==> config.mk <==
export PLATFORM = sky130hd
export DESIGN_NAME = pokey_key_scanner
export DESIGN_NICKNAME = d
export VERILOG_FILES = /design/src/rtl/pokey_kbd_pkg.sv /design/src/rtl/pokey_scan_prescaler.sv /design/src/rtl/pokey_key_scanner.sv
export SDC_FILE = /design/constraint.sdc
export NUM_CORES = 1
export LEC_CHECK = 0
export CORE_ASPECT_RATIO = 1.1
export CORE_MARGIN = 3
export CORE_UTILIZATION = 40
export CTS_CLUSTER_DIAMETER = 80
export DETAILED_ROUTE_END_ITERATION = 8
export GPL_TIMING_DRIVEN = 1
export PLACE_DENSITY_LB_ADDON = 0.12
export SETUP_SLACK_MARGIN = 0.2
export SLEW_MARGIN = 30
export SYNTH_ARGS = -nofsm -noshare
export SYNTH_HDL_FRONTEND = slang
export SYNTH_SLANG_ARGS = --single-unit
export TNS_END_PERCENT = 5
==> constraint.sdc <==
create_clock -name clk -period 1.78 [get_ports clk]
set_clock_uncertainty 0.1 [all_clocks]
set_input_delay 0.267 -clock clk [delete_from_list [all_inputs] [get_ports clk]]
set_output_delay 0.267 -clock clk [all_outputs]
set_load 0.05 [all_outputs]
==> src/rtl/pokey_kbd_pkg.sv <==
// Shared types and default parameters for the POKEY keyboard scan engine.
package pokey_kbd_pkg;

  typedef enum logic [1:0] {
    StIdle,
    StCheck,
    StHeld,
    StRelease
  } kbd_state_t;

  localparam int unsigned SCAN_DIV_DEFAULT   = 114;
  localparam logic [5:0]  BREAK_ADDR_DEFAULT = 6'h10;
  localparam logic [5:0]  SHIFT_ADDR_DEFAULT = 6'h20;
  localparam logic [5:0]  CTRL_ADDR_DEFAULT  = 6'h30;

endpackage

==> src/rtl/pokey_scan_prescaler.sv <==
// Scan-rate divider: counts 0..Div-1 and flags the last cycle of each window with step.
module pokey_scan_prescaler
  import pokey_kbd_pkg::*;
#(
  parameter int unsigned Div = SCAN_DIV_DEFAULT
) (
  input  logic clk,
  input  logic rst,
  input  logic clr,
  output logic step
);

  localparam int unsigned W = (Div > 1) ? $clog2(Div) : 1;
  localparam logic [W-1:0] Last = W'(Div - 1);

  logic [W-1:0] cnt_q, cnt_d;

  always_comb begin
    cnt_d = cnt_q + 1'b1;
    if (clr || (cnt_q == Last)) begin
      cnt_d = '0;
    end
    step = !clr && (cnt_q == Last);
  end

  always_ff @(posedge clk) begin
    if (rst) begin
      cnt_q <= '0;
    end else begin
      cnt_q <= cnt_d;
    end
  end

endmodule

==> src/rtl/pokey_key_scanner.sv <==
// POKEY keyboard scanner: walks the scan address, debounces key presses and
// publishes KBCODE, SKSTAT key bits and keyboard/break interrupt pulses.
module pokey_key_scanner
  import pokey_kbd_pkg::*;
#(
  parameter int unsigned SCAN_DIV   = SCAN_DIV_DEFAULT,
  parameter logic [5:0]  BREAK_ADDR = BREAK_ADDR_DEFAULT,
  parameter logic [5:0]  SHIFT_ADDR = SHIFT_ADDR_DEFAULT,
  parameter logic [5:0]  CTRL_ADDR  = CTRL_ADDR_DEFAULT
) (
  input  logic       clk,
  input  logic       rst,
  input  logic       scan_en,
  input  logic       debounce_en,
  input  logic       kr1_L,
  input  logic       kr2_L,
  output logic [5:0] key_scan_L,
  output logic [7:0] kbcode,
  output logic       key_irq,
  output logic       break_irq,
  output logic       keydown_L,
  output logic       shift_L
);

  logic       step;
  logic       key_dn, mod_dn, accept;
  kbd_state_t state_q, state_d;
  logic [5:0] cnt_q, cnt_d;
  logic [5:0] cmp_q, cmp_d;
  logic [7:0] kbcode_q, kbcode_d;
  logic       key_irq_q, key_irq_d;
  logic       break_irq_q, break_irq_d;
  logic       brk_prev_q, brk_prev_d;
  logic       keydown_q, keydown_d;
  logic       shift_q, shift_d;
  logic       ctrl_q, ctrl_d;

  pokey_scan_prescaler #(
    .Div (SCAN_DIV)
  ) u_prescaler (
    .clk  (clk),
    .rst  (rst),
    .clr  (~scan_en),
    .step (step)
  );

  assign key_dn = ~kr1_L;
  assign mod_dn = ~kr2_L;

  always_comb begin
    state_d     = state_q;
    cnt_d       = cnt_q;
    cmp_d       = cmp_q;
    kbcode_d    = kbcode_q;
    key_irq_d   = 1'b0;
    break_irq_d = 1'b0;
    brk_prev_d  = brk_prev_q;
    keydown_d   = keydown_q;
    shift_d     = shift_q;
    ctrl_d      = ctrl_q;
    accept      = 1'b0;

    if (!scan_en) begin
      // kbcode is deliberately retained across a scan disable.
      cnt_d      = '0;
      state_d    = StIdle;
      brk_prev_d = 1'b0;
      keydown_d  = 1'b0;
      shift_d    = 1'b0;
      ctrl_d     = 1'b0;
    end else if (step) begin
      cnt_d = cnt_q + 6'd1;

      if (cnt_q == SHIFT_ADDR) shift_d = mod_dn;
      if (cnt_q == CTRL_ADDR)  ctrl_d  = mod_dn;
      if (cnt_q == BREAK_ADDR) begin
        brk_prev_d  = mod_dn;
        break_irq_d = mod_dn && !brk_prev_q;
      end

      case (state_q)
        StIdle: begin
          if (key_dn) begin
            cmp_d = cnt_q;
            if (debounce_en) begin
              state_d = StCheck;
            end else begin
              state_d = StHeld;
              accept  = 1'b1;
            end
          end
        end
        StCheck: begin
          if (cnt_q == cmp_q) begin
            if (key_dn) begin
              state_d = StHeld;
              accept  = 1'b1;
            end else begin
              state_d = StIdle;
            end
          end
        end
        StHeld: begin
          if ((cnt_q == cmp_q) && !key_dn) begin
            state_d = debounce_en ? StRelease : StIdle;
          end
        end
        StRelease: begin
          if (cnt_q == cmp_q) begin
            state_d = key_dn ? StHeld : StIdle;
          end
        end
        default: state_d = StIdle;
      endcase

      if (accept) begin
        kbcode_d  = {ctrl_q, shift_q, cmp_d};
        key_irq_d = 1'b1;
        keydown_d = 1'b1;
      end
      if ((state_d == StIdle) && (state_q != StIdle)) begin
        keydown_d = 1'b0;
      end
    end
  end

  always_ff @(posedge clk) begin
    if (rst) begin
      state_q     <= StIdle;
      cnt_q       <= '0;
      cmp_q       <= '0;
      kbcode_q    <= '0;
      key_irq_q   <= 1'b0;
      break_irq_q <= 1'b0;
      brk_prev_q  <= 1'b0;
      keydown_q   <= 1'b0;
      shift_q     <= 1'b0;
      ctrl_q      <= 1'b0;
    end else begin
      state_q     <= state_d;
      cnt_q       <= cnt_d;
      cmp_q       <= cmp_d;
      kbcode_q    <= kbcode_d;
      key_irq_q   <= key_irq_d;
      break_irq_q <= break_irq_d;
      brk_prev_q  <= brk_prev_d;
      keydown_q   <= keydown_d;
      shift_q     <= shift_d;
      ctrl_q      <= ctrl_d;
    end
  end

  assign key_scan_L = ~cnt_q;
  assign kbcode     = kbcode_q;
  assign key_irq    = key_irq_q;
  assign break_irq  = break_irq_q;
  assign keydown_L  = ~keydown_q;
  assign shift_L    = ~shift_q;

endmodule

==> qor.yml <==
critical_path:
  worst_r2r_endpoint: "brk_prev_q"
  crit_fanout: 3
  crit_slowest_cell: "nor4_4"
  reg2regPathDepth: 7
  r2r_slack_ps: 100
  path_buf_inv: 1
  arrival_ps: 1730
  path_cells: "inv_2, ha_4, nand4bb_4, nor4_4, nand3_1, mux2i_1, nor2_1"
  criticalPathCategory: "reg2reg"
  cp-start-kind: "flip-flop"
  max_stage_delay_ps: 360
  path_delay_family: "simple AND/OR/NAND/NOR gates"
  cp-end-kind: "flip-flop"
  rr_startpoint: "u_prescaler.cnt_q[1]"
  crit_required_ps: 1830
timing:
  tightest_slew_ps: 391
  setup_viol: 0
  slew_headroom_pct: 73.9
  timing.fmax_ghz: 0.595
  finalCritPeriodShare_pct: 94.5
  final_max_slew_viol_count: 0
  period_minus_slack_ps: 1680
  whs_ps: 335
  setup_ws_ps: 98.8
  finalHoldViolCount: 0
  rsz0062_at_grt: "yes"
route:
  routed_via_density: 5.13
  dr.pass1.iters: 4
  wl_per_cell_um: 13.7
  drt_iter0_drc: 29
  vias: 1406
  drc: 0
  antenna_left: 0
  wl_mm: 3.75
synth:
  synth-simple-area-share_pct: 20.8
  synth_fp_nets: 194
  synth_mux_area_share_pct: 7.28
  yosys_warnings: 0
  netlist_area_um2: 1790
  ys_types: 43
  syn_area_per_cell_um2: 9.71
  ys_seq_area_share_pct: 39.2
  synthAdderAreaFrac_pct: 2.80
  synth_compound_area_share_pct: 14.0
  synth-xor-area-share_pct: 10.8
  synth.ff_latch_count: 35
  synth_top_family_by_area: "simple AND/OR/NAND/NOR gates"
  synth_cells: 184
placement:
  portBuffers: 23
  dpl-instance-area_um2: 2180
  hpwlAfterDp_mm: 2.97
  placed_cells: 268
  post-place-ws_ps: -168
  place_congestion: 0.738
cells_and_area:
  design_area_um2: 2290
  final_common_cell: "buf_4"
  antenna_cells: 0
  drive_above_1_share_pct: 32.4
  fin_cells: 274
  final_nets: 233
  most-common-layout-cells: "30 x buf_4, 28 x dfxtp_1, 23 x nor2_1, 13 x mux2i_1, 11 x a21oi_1"
  syn2layout_area_growth_pct: 28.1
die:
  ioPinCount: 24
  initial_core_util_pct: 43.1
  row_count: 24
  die_w_um: 69.7
  die_h_um: 76.1
  coreArea_um2: 4140
  dieArea_um2: 5310
min_path:
  min-delay-start: "brk_prev_q"
  hold_end: "break_irq"
  hold_depth: 1
  hold_class: "reg2reg"
pwr:
  power_mw: 1.38
  p_leak_nw: 0.820
  ir_worst_vdd_mv: 0.333
  power.density_nw_per_um2: 602
cts:
  cts_tree: "done"
  ctsRootBufferMaster: "clkbuf_8"
  cts-root-to-sink-buffers: 2
  htree_num_levels: 2
  clk_pin_slew_ps: 70
  cts_made_buffers: 5
  cts.sinks: 35
  insertion_delay_ps: 280
global_routing:
  antenna_found_initial: 0
  grt-ovfl-total: 0
  grt_max_degree: 16
  grt_pass1_vias: 1372
  grt_use_total_pct: 15.0
  grt_pass1_wl_mm: 6.52
job:
  cap_viol_max_count: 0
status:
  status: "completed"
cell usage after synthesis, drive strengths merged:
cell type | count | area, um2
buf | 4 | 31.3
mux2i | 13 | 130
clkbuf | 3 | 11.3
a211oi | 7 | 82.6
dfxtp | 35 | 701
nor3 | 6 | 41.3
a311oi | 1 | 8.76
o211a | 1 | 10.0
o311a | 1 | 10.0
nand2 | 11 | 41.3
a311o | 1 | 10.0
o211ai | 1 | 7.51
and3 | 1 | 6.26
o21ai | 5 | 28.8
nand4bb | 1 | 27.5
o221a | 2 | 22.5
nand3 | 7 | 35.0
ha | 4 | 50.1
and2 | 3 | 18.8
nor2 | 26 | 124
a31oi | 1 | 6.26
xnor2 | 14 | 175
nor2b | 2 | 12.5
inv | 13 | 48.8
nand2b | 2 | 12.5
nand4 | 3 | 33.8
a21oi | 11 | 55.1
xor2 | 2 | 17.5
o21a | 1 | 8.76
nor4 | 2 | 18.8
stage by stage:
step	setup TNS (ps)	util [%]
finish	0	55.2
CTS	0	54.9
global route	0	55.2
floorplan	0	-
global placement	-1120	52.5
detailed placement	-2210	52.5
area by class of cell:
class                   instances  area [um2]
repair buffers                 39         355
well taps                      52        65.1
inverters                      13        56.3
clock buffers                   6        72.6
multi-input cells             129        1030
fillers                       390        1860
flip-flops and latches         35         712
worst max-delay path by stage:
stage | endpoint | start | depth (start not counted)
after floorplan | shift_q | cnt_q[1] | 6
after global placement | shift_q | scan_en | 5
after detailed placement | shift_q | scan_en | 5
after CTS | shift_q | u_prescaler.cnt_q[1] | 6
after global routing | brk_prev_q | u_prescaler.cnt_q[1] | 7
final | brk_prev_q | u_prescaler.cnt_q[1] | 7
power breakdown:
part           leakage [nW]  internal [mW]  switching, mW
Combinational         0.497         0.0342         0.0363
Sequential            0.286          0.784        0.00216
Clock                0.0371          0.261          0.260
Total                 0.820           1.08          0.298
state kept, by name, summed over array words and instances (netlist names), 2 cells and up:
register and count:
cmp_q 6, cnt_q 6, kbcode 8, state_q 2
u_prescaler.cnt_q 7
routing by layer:
metal / vias up / GRT usage, % / wire length, um
met5: - / 0 / 0
met4: 0 / 3.45 / 27
met3: 2 / 4.09 / 139
met2: 25 / 24.8 / 1820
met1: 669 / 19.3 / 1760
li1: 710 / - / -
what timing repair did:
| action | 4_1_cts | 5_1_grt |
|---|---|---|
| setup endpoints to repair | 29 | 33 |
| pin swaps | 3 | 1 |
| setup buffers | 0 | 0 |
| resized for setup | 6 | 7 |
| hold buffers | 0 | 0 |
logic make-up (layout without fill, tap and decap cells):
family,after synthesis,count (layout)
xor gates and xnor gates,16,16
AOI/OAI and AO/OA,32,32
adders and majority gates,4,4
DFF,35,35
buffers and inverters,20,58
muxes,13,13
and+or+nand+nor,64,64
worst reg2reg max path: cells and delay by family, from the launching register on:
kind / cells / cell delay, ps
simple gates: 4 / 760
flops: 1 / 330
mux: 1 / 170
fa+ha+maj: 1 / 130
buf+inv: 1 / 60
Power figures use the tool's default switching activity.
